[src/rtl/axi3_master_pkg.sv]
// axi3_master_pkg: AXI response/burst codes shared with the slave bridge, FSM encodings and the 4 KB check.
package axi3_master_pkg;

  typedef enum logic [1:0] {
    OKAY   = 2'b00,
    EXOKAY = 2'b01,
    SLVERR = 2'b10,
    DECERR = 2'b11
  } axi_resp_e;

  typedef enum logic [1:0] {
    FIXED = 2'b00,
    INCR  = 2'b01,
    WRAP  = 2'b10
  } axi_burst_e;

  localparam logic [2:0] S_IDLE   = 3'd0;
  localparam logic [2:0] S_RADDR  = 3'd1;
  localparam logic [2:0] S_RDATA  = 3'd2;
  localparam logic [2:0] S_WADDR  = 3'd3;
  localparam logic [2:0] S_WDATA  = 3'd4;
  localparam logic [2:0] S_WRESP  = 3'd5;
  localparam logic [2:0] S_REJECT = 3'd6;

  // AXI forbids an INCR burst from crossing a 4 KB page; word is addr[11:2]
  function automatic logic crosses_4k(input logic [9:0] word, input logic [3:0] len);
    return ({1'b0, word} + {7'd0, len}) > 11'd1023;
  endfunction

endpackage

[src/rtl/axi3_master_if.sv]
// axi3_master_if: AXI3 address/data/response channels between the bridge and an AXI3 slave port.
interface axi3_master_if #(parameter int IDW = 6);
  logic           arvalid, arready;
  logic [31:0]    araddr;
  logic [3:0]     arlen;
  logic [2:0]     arsize;
  logic [1:0]     arburst;
  logic [IDW-1:0] arid;
  logic [1:0]     arlock;
  logic [3:0]     arcache;
  logic [2:0]     arprot;
  logic [3:0]     arqos;
  logic           rvalid, rready, rlast;
  logic [31:0]    rdata;
  logic [1:0]     rresp;
  logic [IDW-1:0] rid;
  logic           awvalid, awready;
  logic [31:0]    awaddr;
  logic [3:0]     awlen;
  logic [2:0]     awsize;
  logic [1:0]     awburst;
  logic [IDW-1:0] awid;
  logic [1:0]     awlock;
  logic [3:0]     awcache;
  logic [2:0]     awprot;
  logic [3:0]     awqos;
  logic           wvalid, wready, wlast;
  logic [31:0]    wdata;
  logic [3:0]     wstrb;
  logic [IDW-1:0] wid;
  logic           bvalid, bready;
  logic [1:0]     bresp;
  logic [IDW-1:0] bid;

  modport master(
    output arvalid, araddr, arlen, arsize, arburst, arid, arlock, arcache, arprot, arqos,
    input  arready,
    input  rvalid, rdata, rresp, rlast, rid,
    output rready,
    output awvalid, awaddr, awlen, awsize, awburst, awid, awlock, awcache, awprot, awqos,
    input  awready,
    output wvalid, wdata, wstrb, wlast, wid,
    input  wready,
    input  bvalid, bresp, bid,
    output bready
  );

  modport slave(
    input  arvalid, araddr, arlen, arsize, arburst, arid, arlock, arcache, arprot, arqos,
    output arready,
    output rvalid, rdata, rresp, rlast, rid,
    input  rready,
    input  awvalid, awaddr, awlen, awsize, awburst, awid, awlock, awcache, awprot, awqos,
    output awready,
    input  wvalid, wdata, wstrb, wlast, wid,
    output wready,
    output bvalid, bresp, bid,
    input  bready
  );
endinterface

[src/rtl/axi3_master.sv]
// axi3_master: local req/ack bus to AXI3 INCR burst master, one transaction outstanding.
module axi3_master
  import axi3_master_pkg::*;
#(
  parameter int IDW  = 6,
  parameter int TXID = 0
) (
  input  logic          clk,
  input  logic          rstn,
  output logic          axiaclk,
  input  logic          reqvalid,
  output logic          reqready,
  input  logic          reqwr,
  input  logic [31:0]   reqaddr,
  input  logic [3:0]    reqlen,
  input  logic          wdvalid,
  output logic          wdready,
  input  logic [31:0]   wddata,
  input  logic [3:0]    wdstrb,
  output logic          rdvalid,
  output logic [31:0]   rddata,
  output logic          done,
  output logic          err,
  axi3_master_if.master axi
);

  logic [2:0]  state_q, state_d;
  logic [31:0] addr_q, addr_d;
  logic [3:0]  len_q, len_d;
  logic [3:0]  cnt_q, cnt_d;
  logic        acc_q, acc_d;
  logic        arvalid_q, arvalid_d;
  logic        awvalid_q, awvalid_d;
  logic        rready_q, rready_d;
  logic        bready_q, bready_d;
  logic        rdvalid_q, rdvalid_d;
  logic [31:0] rddata_q, rddata_d;
  logic        done_q, done_d;
  logic        err_q, err_d;
  logic        reqready_q, reqready_d;
  logic        wsel, rej;

  assign wsel = state_q == S_WDATA;
  assign rej  = crosses_4k(reqaddr[11:2], reqlen);

  always_comb begin
    state_d    = state_q;
    addr_d     = addr_q;
    len_d      = len_q;
    cnt_d      = cnt_q;
    acc_d      = acc_q;
    arvalid_d  = arvalid_q;
    awvalid_d  = awvalid_q;
    rready_d   = rready_q;
    bready_d   = bready_q;
    rddata_d   = rddata_q;
    reqready_d = reqready_q;
    rdvalid_d  = 1'b0;
    done_d     = 1'b0;
    err_d      = 1'b0;
    case (state_q)
      S_IDLE: if (reqvalid) begin
        addr_d     = reqaddr & ~32'h3;
        len_d      = reqlen;
        acc_d      = 1'b0;
        reqready_d = 1'b0;
        arvalid_d  = !rej && !reqwr;
        awvalid_d  = !rej && reqwr;
        state_d    = rej ? S_REJECT : reqwr ? S_WADDR : S_RADDR;
      end
      S_RADDR: if (axi.arready) begin
        arvalid_d = 1'b0;
        rready_d  = 1'b1;
        state_d   = S_RDATA;
      end
      S_RDATA: if (axi.rvalid && rready_q) begin
        rdvalid_d = 1'b1;
        rddata_d  = axi.rdata;
        acc_d     = acc_q | (axi.rresp != OKAY);
        if (axi.rlast) begin
          rready_d   = 1'b0;
          done_d     = 1'b1;
          err_d      = acc_d;
          reqready_d = 1'b1;
          state_d    = S_IDLE;
        end
      end
      S_WADDR: if (axi.awready) begin
        awvalid_d = 1'b0;
        cnt_d     = len_q;
        state_d   = S_WDATA;
      end
      S_WDATA: if (wdvalid && axi.wready) begin
        cnt_d = cnt_q - 4'd1;
        if (cnt_q == 4'd0) begin
          bready_d = 1'b1;
          state_d  = S_WRESP;
        end
      end
      S_WRESP: if (axi.bvalid && bready_q) begin
        bready_d   = 1'b0;
        done_d     = 1'b1;
        err_d      = axi.bresp != OKAY;
        reqready_d = 1'b1;
        state_d    = S_IDLE;
      end
      S_REJECT: begin
        done_d     = 1'b1;
        err_d      = 1'b1;
        reqready_d = 1'b1;
        state_d    = S_IDLE;
      end
      default: state_d = S_IDLE;
    endcase
  end

  always_ff @(posedge clk or negedge rstn) begin
    if (!rstn) begin
      state_q    <= S_IDLE;
      addr_q     <= '0;
      len_q      <= '0;
      cnt_q      <= '0;
      acc_q      <= 1'b0;
      arvalid_q  <= 1'b0;
      awvalid_q  <= 1'b0;
      rready_q   <= 1'b0;
      bready_q   <= 1'b0;
      rdvalid_q  <= 1'b0;
      rddata_q   <= '0;
      done_q     <= 1'b0;
      err_q      <= 1'b0;
      reqready_q <= 1'b1;
    end else begin
      state_q    <= state_d;
      addr_q     <= addr_d;
      len_q      <= len_d;
      cnt_q      <= cnt_d;
      acc_q      <= acc_d;
      arvalid_q  <= arvalid_d;
      awvalid_q  <= awvalid_d;
      rready_q   <= rready_d;
      bready_q   <= bready_d;
      rdvalid_q  <= rdvalid_d;
      rddata_q   <= rddata_d;
      done_q     <= done_d;
      err_q      <= err_d;
      reqready_q <= reqready_d;
    end
  end

  assign axiaclk  = clk;
  assign reqready = reqready_q;
  assign rdvalid  = rdvalid_q;
  assign rddata   = rddata_q;
  assign done     = done_q;
  assign err      = err_q;

  assign axi.arvalid = arvalid_q;
  assign axi.araddr  = addr_q;
  assign axi.arlen   = len_q;
  assign axi.arsize  = 3'd2;
  assign axi.arburst = INCR;
  assign axi.arid    = IDW'(TXID);
  assign axi.arlock  = 2'd0;
  assign axi.arcache = 4'd3;
  assign axi.arprot  = 3'd0;
  assign axi.arqos   = 4'd0;
  assign axi.rready  = rready_q;

  assign axi.awvalid = awvalid_q;
  assign axi.awaddr  = addr_q;
  assign axi.awlen   = len_q;
  assign axi.awsize  = 3'd2;
  assign axi.awburst = INCR;
  assign axi.awid    = IDW'(TXID);
  assign axi.awlock  = 2'd0;
  assign axi.awcache = 4'd3;
  assign axi.awprot  = 3'd0;
  assign axi.awqos   = 4'd0;

  // W is a straight pass-through of the local write port, opened only after AW completes
  assign axi.wvalid = wsel && wdvalid;
  assign wdready    = wsel && axi.wready;
  assign axi.wdata  = wddata;
  assign axi.wstrb  = wdstrb;
  assign axi.wlast  = wsel && (cnt_q == 4'd0);
  assign axi.wid    = IDW'(TXID);
  assign axi.bready = bready_q;

endmodule

[src/flat_wrapper.sv]
// flat-port wrapper written by rule: the top's interface ports become plain ports
module axi3_master_flat import axi3_master_pkg::*;
#(
  parameter int IDW  = 6,
  parameter int TXID = 0
)
  (clk, rstn, axiaclk, reqvalid, reqready, reqwr, reqaddr, reqlen, wdvalid, wdready, wddata, wdstrb, rdvalid, rddata, done, err, axi_arvalid, axi_araddr, axi_arlen, axi_arsize, axi_arburst, axi_arid, axi_arlock, axi_arcache, axi_arprot, axi_arqos, axi_arready, axi_rvalid, axi_rdata, axi_rresp, axi_rlast, axi_rid, axi_rready, axi_awvalid, axi_awaddr, axi_awlen, axi_awsize, axi_awburst, axi_awid, axi_awlock, axi_awcache, axi_awprot, axi_awqos, axi_awready, axi_wvalid, axi_wdata, axi_wstrb, axi_wlast, axi_wid, axi_wready, axi_bvalid, axi_bresp, axi_bid, axi_bready);
  axi3_master_if #(.IDW(IDW)) axi_i ();
  input  logic clk;
  input  logic rstn;
  output logic axiaclk;
  input  logic reqvalid;
  output logic reqready;
  input  logic reqwr;
  input  logic [31:0] reqaddr;
  input  logic [3:0] reqlen;
  input  logic wdvalid;
  output logic wdready;
  input  logic [31:0] wddata;
  input  logic [3:0] wdstrb;
  output logic rdvalid;
  output logic [31:0] rddata;
  output logic done;
  output logic err;
  output wire logic [$bits(axi_i.arvalid)-1:0] axi_arvalid;
  output wire logic [$bits(axi_i.araddr)-1:0] axi_araddr;
  output wire logic [$bits(axi_i.arlen)-1:0] axi_arlen;
  output wire logic [$bits(axi_i.arsize)-1:0] axi_arsize;
  output wire logic [$bits(axi_i.arburst)-1:0] axi_arburst;
  output wire logic [$bits(axi_i.arid)-1:0] axi_arid;
  output wire logic [$bits(axi_i.arlock)-1:0] axi_arlock;
  output wire logic [$bits(axi_i.arcache)-1:0] axi_arcache;
  output wire logic [$bits(axi_i.arprot)-1:0] axi_arprot;
  output wire logic [$bits(axi_i.arqos)-1:0] axi_arqos;
  input wire logic [$bits(axi_i.arready)-1:0] axi_arready;
  input wire logic [$bits(axi_i.rvalid)-1:0] axi_rvalid;
  input wire logic [$bits(axi_i.rdata)-1:0] axi_rdata;
  input wire logic [$bits(axi_i.rresp)-1:0] axi_rresp;
  input wire logic [$bits(axi_i.rlast)-1:0] axi_rlast;
  input wire logic [$bits(axi_i.rid)-1:0] axi_rid;
  output wire logic [$bits(axi_i.rready)-1:0] axi_rready;
  output wire logic [$bits(axi_i.awvalid)-1:0] axi_awvalid;
  output wire logic [$bits(axi_i.awaddr)-1:0] axi_awaddr;
  output wire logic [$bits(axi_i.awlen)-1:0] axi_awlen;
  output wire logic [$bits(axi_i.awsize)-1:0] axi_awsize;
  output wire logic [$bits(axi_i.awburst)-1:0] axi_awburst;
  output wire logic [$bits(axi_i.awid)-1:0] axi_awid;
  output wire logic [$bits(axi_i.awlock)-1:0] axi_awlock;
  output wire logic [$bits(axi_i.awcache)-1:0] axi_awcache;
  output wire logic [$bits(axi_i.awprot)-1:0] axi_awprot;
  output wire logic [$bits(axi_i.awqos)-1:0] axi_awqos;
  input wire logic [$bits(axi_i.awready)-1:0] axi_awready;
  output wire logic [$bits(axi_i.wvalid)-1:0] axi_wvalid;
  output wire logic [$bits(axi_i.wdata)-1:0] axi_wdata;
  output wire logic [$bits(axi_i.wstrb)-1:0] axi_wstrb;
  output wire logic [$bits(axi_i.wlast)-1:0] axi_wlast;
  output wire logic [$bits(axi_i.wid)-1:0] axi_wid;
  input wire logic [$bits(axi_i.wready)-1:0] axi_wready;
  input wire logic [$bits(axi_i.bvalid)-1:0] axi_bvalid;
  input wire logic [$bits(axi_i.bresp)-1:0] axi_bresp;
  input wire logic [$bits(axi_i.bid)-1:0] axi_bid;
  output wire logic [$bits(axi_i.bready)-1:0] axi_bready;
  assign axi_arvalid = axi_i.arvalid;
  assign axi_araddr = axi_i.araddr;
  assign axi_arlen = axi_i.arlen;
  assign axi_arsize = axi_i.arsize;
  assign axi_arburst = axi_i.arburst;
  assign axi_arid = axi_i.arid;
  assign axi_arlock = axi_i.arlock;
  assign axi_arcache = axi_i.arcache;
  assign axi_arprot = axi_i.arprot;
  assign axi_arqos = axi_i.arqos;
  assign axi_i.arready = axi_arready;
  assign axi_i.rvalid = axi_rvalid;
  assign axi_i.rdata = axi_rdata;
  assign axi_i.rresp = axi_rresp;
  assign axi_i.rlast = axi_rlast;
  assign axi_i.rid = axi_rid;
  assign axi_rready = axi_i.rready;
  assign axi_awvalid = axi_i.awvalid;
  assign axi_awaddr = axi_i.awaddr;
  assign axi_awlen = axi_i.awlen;
  assign axi_awsize = axi_i.awsize;
  assign axi_awburst = axi_i.awburst;
  assign axi_awid = axi_i.awid;
  assign axi_awlock = axi_i.awlock;
  assign axi_awcache = axi_i.awcache;
  assign axi_awprot = axi_i.awprot;
  assign axi_awqos = axi_i.awqos;
  assign axi_i.awready = axi_awready;
  assign axi_wvalid = axi_i.wvalid;
  assign axi_wdata = axi_i.wdata;
  assign axi_wstrb = axi_i.wstrb;
  assign axi_wlast = axi_i.wlast;
  assign axi_wid = axi_i.wid;
  assign axi_i.wready = axi_wready;
  assign axi_i.bvalid = axi_bvalid;
  assign axi_i.bresp = axi_bresp;
  assign axi_i.bid = axi_bid;
  assign axi_bready = axi_i.bready;
  axi3_master #(.IDW(IDW), .TXID(TXID)) u_core (.clk(clk), .rstn(rstn), .axiaclk(axiaclk), .reqvalid(reqvalid), .reqready(reqready), .reqwr(reqwr), .reqaddr(reqaddr), .reqlen(reqlen), .wdvalid(wdvalid), .wdready(wdready), .wddata(wddata), .wdstrb(wdstrb), .rdvalid(rdvalid), .rddata(rddata), .done(done), .err(err), .axi(axi_i));
endmodule
[config.mk]
export PLATFORM = sky130hd
export DESIGN_NAME = axi3_master_flat
export DESIGN_NICKNAME = d
export VERILOG_FILES = /design/src/rtl/axi3_master_pkg.sv /design/src/rtl/axi3_master_if.sv /design/src/rtl/axi3_master.sv /design/src/flat_wrapper.sv
export SDC_FILE = /design/constraint.sdc
export NUM_CORES = 1
export LEC_CHECK = 0
export ABC_AREA = 1
export ABC_CLOCK_PERIOD_IN_PS = 2500
export BUFFER_PORTS_ARGS = -buffer_cell sky130_fd_sc_hd__buf_2
export CAP_MARGIN = 20
export CORE_AREA = 2 2 129 131
export CTS_CLUSTER_DIAMETER = 100
export DETAILED_ROUTE_END_ITERATION = 8
export DIE_AREA = 0 0 131 133
export GPL_TIMING_DRIVEN = 0
export PLACE_DENSITY = 0.67
export SETUP_SLACK_MARGIN = 0.2
export SYNTH_ARGS = -nofsm -noshare
export SYNTH_HDL_FRONTEND = slang
export SYNTH_SLANG_ARGS = --single-unit
[constraint.sdc]
create_clock -name clk -period 2.5 [get_ports clk]
set_clock_uncertainty 0.2 [all_clocks]
set_input_delay 0.5 -clock clk [delete_from_list [all_inputs] [get_ports clk]]
set_output_delay 0.5 -clock clk [all_outputs]
set_load 0.01 [all_outputs]
==> impl_metrics.ini, run 1 <==
[layout]
final_layout_size_suffix_gt1_share_pct = 45.82
regArea_sq_mm = 0.002053
n_antenna_cell = 0
fin_nets = 1017
syn_to_final_growth_pct = 47.60
fill_cells = 1621
final_cells = 1106
multiInputGateArea_sq_mm = 0.001562
design_area_sq_mm = 0.006708

[synthesis]
ys_ff_latch = 82
syn_inst = 576
synth.top_cell.area_share_pct = 44.60
seq_area_frac_synth_pct = 45.18
synth_top_cell_by_area = dfrtp_1
syn_area_sq_mm = 0.004544
synth.area.top_cells = dfrtp_1 45%, buf_4 21%, nand2_1 21%
synth_cell_type_count = 22
ys.warnings.count = 0
syn_area_per_cell_sq_um = 7.890

[worst_setup_path]
cp-start-kind = clock port
crit_arrival_ns = 1.72
r2r_cells = 8
critPathMaxFanout = 2
max_stage_delay_ns = 0.13
r2r_start = u_core.state_q[0]
worstSetupEndpointType = output pin
crit_path_top_delay_cell = clkbuf_16
critPathLaunch = clk
critPathKind = clk -> out
cp.required_ns = 1.80
r2r_end = u_core.axi.araddr[25]
critical_path.cell_chain = clkbuf_16 -> clkbuf_16 -> buf_6 -> buf_6
r2r_setup_slack_ns = 0.44

[detailed_routing]
vias = 4197
drtAntennaViolNets = 0
dr.pass1.iters = 4
vias_per_cell = 3.795
wire_per_inst_microns = 11.18
finalWirelength_microns = 12360
first_iter_violations = 133
drc_errors = 0

[power_and_ir_drop]
ir_drop_mv = 0.3960
power.total_w = 0.007415
swShare_pct = 37.25
power_density_mw_per_mm2 = 1105
p_int_w = 0.004653
p_comb_share_pct = 44.0
power.switching_w = 0.002762
cellLeakagePower_nw = 4.177
p_seq_share_pct = 31.3
p_clk_share_pct = 24.7

[floorplan]
die_w_microns = 131
pin_count = 337
start_util_pct = 28.10
num_rows = 47
dieArea_sq_mm = 0.01742
die_h_microns = 133
coreArea_sq_mm = 0.01617

[grt]
grt_max_degree = 52
grt_pass1_vias = 3833
grt_usage_pct = 13.84
grt_pass1_wl_microns = 18690
grt_overflow_total = 0
grt_antenna_before_repair = 1

[clocking]
clk_latency_ns = 0.45
clk_pin_slew_worst_paths_ns = 0.06
cts_tree = yes

[timing]
final.setup.tns_ns = 0
hold_violations = 0
setup_viol = 0
relSlewSlack_pct = 61.90
tightest_slew_ns = 0.5697
setup_ws_ns = 0.08073
drv_slew = 0
rsz0062_at_grt = yes

[hold_path]
min-delay-start = reqaddr[12]
hp-class = in -> reg
holdPathStages = 3
min_to = u_core.axi.araddr[12]

[place]
place_area_sq_mm = 0.006201
hpwl_microns = 9860
dp_cells = 1081
gp_congestion = 0.7483
place_ws_ns = 0.2968
io_buffers = 228

[status]
status = complete, no violations

[run]
drv_cap = 0
[per-layer routing]
layer / part of all wire [%] / global-route usage, % / up-vias
li1: - / - / 2171
met1: 41 / 16.50 / 1811
met2: 48 / 23.06 / 192
met3: 9.1 / 3.882 / 21
met4: 1.9 / 6.087 / 2
met5: 0.11 / 0 / -
[logic make-up (layout without fill, tap and decap cells)]
| group | count (synthesis) | count (layout) | share of synthesized area (%) |
|---|---|---|---|
| AND/OR/NAND/NOR | 293 | 293 | 25.36 |
| buffers and inverters | 174 | 428 | 25.41 |
| flip-flops | 82 | 82 | 45.18 |
| AO/OA/AOI/OAI | 19 | 19 | 2.147 |
| adder cells (fa/ha/maj) | 5 | 5 | 1.542 |
| other | 2 | 58 | 0.1653 |
| XOR/XNOR | 1 | 1 | 0.1928 |
[cell usage after synthesis, drive strengths merged]
master and instances:
ha 4, inv 30, o21ai 15, dfstp 1, a21oi 3, conb 2, or3 1, clkbuf 1
nor3 2, nand4 2, o211ai 1, nand2 253, dfrtp 81, fa 1, nor2 22, xnor2 1
nand3 13, buf 143
[how the worst max path moves through the flow]
stage,to,slack [ns],depth (start not counted)
after CTS,axiaclk,0.08,4
final,axiaclk,0.08,4
after detailed placement,u_core.axi.araddr[25],0.30,8
after global routing,axiaclk,0.07,4
after global placement,u_core.axi.arlen[0],-0.009,1
after floorplan,axiaclk,0.43,1
[layout make-up]
| cell class | count | area share [%] |
|---|---|---|
| clock inverter | 5 | 1.530 |
| clock buffer | 15 | 4.757 |
| inverter | 30 | 1.679 |
| sequential | 82 | 30.61 |
| timing repair buffer | 234 | 18.19 |
| tap | 220 | 4.104 |
| buffer | 144 | 15.86 |
| multi-input combinational | 376 | 23.28 |
[placed cells by master (no fill, tap or decap), types with 4 or more instances in the layout]
| cell type | synthesis | final |
|---|---|---|
| ha_1 | 4 | 4 |
| buf_6 | 0 | 4 |
| nand3_1 | 13 | 13 |
| inv_1 | 27 | 27 |
| nand2_1 | 253 | 252 |
| dfrtp_1 | 81 | 81 |
| buf_2 | 14 | 238 |
| o21ai_0 | 15 | 15 |
| clkbuf_16 | 0 | 12 |
| conb_1 | 2 | 58 |
| buf_4 | 129 | 134 |
| nor2_1 | 20 | 17 |
[per-stage QoR]
step / hold WS [ns] / util, %
after floorplan: 0.004409 / -
after global placement: 0.2486 / 38.16
after detailed placement: 0.2534 / 38.34
after CTS: 0.03046 / 41.10
after global routing: 0.04312 / 41.48
final: 0.04534 / 41.48
[power by group through the flow]
stage / clock [W] / sequential [W] / combinational (W)
5_1_grt: 0.00195 / 0.00240 / 0.00367
4_1_cts: 0.00189 / 0.00233 / 0.00326
3_5_place_dp: 0.0000457 / 0.00234 / 0.00324
3_3_place_gp: 0.0000457 / 0.00233 / 0.00318
6_report: 0.00184 / 0.00232 / 0.00326
2_1_floorplan: 0.0000330 / 0.00253 / 0.00175
[repair_timing]
action | in CTS | in global routing
pin swaps | 0 | 1
setup endpoints to repair | 4 | 4
resized for setup | 7 | 8
hold endpoints to repair | 31 | 0
setup buffers | 0 | 5
hold buffers | 1 | 0
[registers in the layout, indices dropped and copies added, names as in the netlist]
signal              cells
u_core.axi.arvalid      1
u_core.reqready         1
u_core.state_q          3
u_core.rddata          32
u_core.rdvalid          1
u_core.axi.araddr      30
u_core.axi.arlen        4
u_core.axi.awvalid      1
u_core.axi.rready       1
u_core.acc_q            1
u_core.cnt_q            4
u_core.done             1
u_core.axi.bready       1
u_core.err              1
[critical path: cells and delay by family]
family   cells  cell delay, ns
buf+inv      4            0.46
Power figures use the tool's default switching activity.
==> run 2: changes to the inputs <==
Settings changed: ABC_AREA 1 to not set, CORE_AREA 2 2 129 131 to 2 2 131 133, DIE_AREA 0 0 131 133 to 0 0 133 135, PLACE_DENSITY 0.67 to 0.65.
==> run 2 against run 1 <==
  * Critical path depth did not move
  * Design area shrank 1.7%
  * Combinational power up 8.6%
  * Clock power decreased by 5%
  * Routed wire length is 8.1% lower
  * Cell count down 17%
==> impl_metrics.ini, run 2 <==
[status]
status = complete, no violations

[synthesis]
synth.top_cell.area_share_pct = 45.83
synth_common_cells = 132 x buf_4, 81 x dfrtp_1, 47 x mux2_2
synth.area.top_cells = dfrtp_1 46%, buf_4 22%, mux2_2 12%
ys.warnings.count = 0
synth-edff-count = 0
synth_top_flop_cell = dfrtp_1
synthArstFlopShare_pct = 100.0
synth_most_common_cell = buf_4
synth_cell_type_count = 40
synth_top_cell_by_area = dfrtp_1
seq_area_frac_synth_pct = 46.42
syn_area_sq_mm = 0.004423
ys_ff_latch = 82
syn_area_per_cell_sq_um = 11.46
syn_inst = 386

[detailed_routing]
vias_per_cell = 3.895
vias = 3572
drtAntennaViolNets = 0
highest_layer = met4
wirelength_met1_microns = 4248
drc_errors = 0
dr.pass1.iters = 4
first_iter_violations = 69
wire_per_inst_microns = 12.39
wl_met2_microns = 5741
wl_met3_microns = 1090
finalWirelength_microns = 11360

[worst_setup_path]
crit_arrival_ns = 1.71
crit_path_top_delay_cell = clkbuf_16
max_stage_delay_ns = 0.13
critPathMaxFanout = 2
critical_path.cell_chain = clkbuf_16 -> clkbuf_16 -> buf_6 -> buf_6
cp-start-kind = clock port
worstSetupEndpointType = output pin
critPathKind = clk -> out
cp.required_ns = 1.80

[place]
io_buffers = 228
gp_congestion = 0.7100
place_ws_ns = 0.01200
hpwl_microns = 8882

[power_and_ir_drop]
p_clk_share_pct = 22.6
ir_drop_mv = 0.6522
swShare_pct = 34.22
p_int_w = 0.005068
power.switching_w = 0.002636
p_seq_share_pct = 31.4
p_comb_share_pct = 46.0
cellLeakagePower_nw = 3.506
power_density_mw_per_mm2 = 1168

[timing]
setup_viol = 0
hold_violations = 0
tightest_slew_ns = 0.6487
drv_slew = 0
setup_ws_ns = 0.08826
rsz0062_at_grt = yes
relSlewSlack_pct = 56.42

[grt]
grt_max_degree = 60
grt_usage_pct = 12.57
grt_antenna_before_repair = 0
grt_pass1_wl_microns = 17380
grt_pass1_vias = 3521
grt_overflow_total = 0

[floorplan]
coreArea_sq_mm = 0.01641
die_w_microns = 133
die_h_microns = 135
dieArea_sq_mm = 0.01796
pin_count = 337
start_util_pct = 26.96
num_rows = 47

[layout]
syn_to_final_growth_pct = 49.11
n_antenna_cell = 0
utilization_pct = 40.20
final_common_cell = buf_2
largest_register_ff_count = 32
fin_nets = 828
final_layout_size_suffix_gt1_share_pct = 64.28
layout_common_cells = 227 x buf_2, 139 x buf_4, 78 x dfrtp_1, 58 x conb_1, 47 x mux2_2

[run]
drv_cap = 0

[clocking]
cts_tree = yes
clk_latency_ns = 0.45
clk_pin_slew_worst_paths_ns = 0.06

[hold_path]
hp-class = in -> reg
run 2: cell types whose count changed in the layout (fill, tap and decap cells not counted), sizes merged, moves of 3 or more:
cell	delta
nand3	-10
inv	-24
nor2	-7
nand2	-244
buf	-5
clkbuf	+3
a21oi	+6
mux2	+66
o21ai	-3
nor3	+8
run 2: metrics by stage:
stage | TNS (ns) | cells | total power [W] | cell area, sq um | hold slack (ns)
after floorplan | 0 | 442 | 0.004619 | 4633 | 0.004409
after global placement | -3.665 | 890 | 0.005882 | 6050 | 0.2488
after detailed placement | 0 | 891 | 0.005950 | 6080 | 0.2363
after CTS | 0 | 914 | 0.007772 | 6534 | 0.04506
after global routing | 0 | 917 | 0.008258 | 6595 | 0.04782
final | 0 | 917 | 0.007704 | 6595 | 0.06166
run 2: cells by family after synthesis:
group | synth area share, %
AO/OA/AOI/OAI | 5.657
other | 0.1698
AND/OR/NAND/NOR | 5.346
multiplexers | 17.03
flip-flops | 46.42
buffers and inverters | 23.79
adder cells (fa/ha/maj) | 1.584
run 2: cell type report:
class / count / area, sq um
clock buffer: 17 / 336.6
tap: 220 / 275.3
timing repair buffer: 235 / 1234
sequential: 82 / 2057
fill: 1592 / 9812
clock inverter: 3 / 65.06
buffer: 139 / 1044
multi-input combinational: 215 / 1562
inverter: 6 / 22.52
run 2: power by group through the flow:
stage / sequential [W] / clock [W] / combinational [W]
global placement: 0.00243 / 0.0000457 / 0.00340
detailed placement: 0.00245 / 0.0000457 / 0.00346
floorplan: 0.00268 / 0.0000330 / 0.00191
finish: 0.00242 / 0.00174 / 0.00354
global route: 0.00252 / 0.00187 / 0.00387
CTS: 0.00244 / 0.00182 / 0.00352
run 2: worst paths after layout:
check / cells past startpoint / slack [ns] / end / start
min in group asynchronous: 2 / 0.30 / u_core.rddata[7] / rstn
max: 4 / 0.09 / axiaclk / clk
max reg2reg: 7 / 0.35 / u_core.state_q[0] / u_core.state_q[1]
max in group asynchronous: 3 / 1.13 / u_core.reqready / rstn
min reg2reg: 2 / 0.26 / u_core.reqready / u_core.reqready
min: 2 / 0.06 / u_core.axi.araddr[30] / reqaddr[30]
run 2: worst max-delay path: cells and delay by family:
| family | cells | cell delay [ns] |
|---|---|---|
| buffers and inverters | 4 | 0.46 |
run 2: repair_timing:
item / in CTS / in global routing
pin swaps: 0 / 3
hold buffers: 1 / 0
setup buffers: 3 / 3
endpoints found under the setup margin: 3 / 32
resized for setup: 11 / 10
hold endpoints to repair: 23 / 0
run 2: routing by layer:
| metal | up-vias | track usage (%) |
|---|---|---|
| met5 | - | 0 |
| met1 | 1633 | 13.12 |
| met4 | 0 | 7.587 |
| met2 | 197 | 21.73 |
| met3 | 16 | 4.580 |
| li1 | 1726 | - |
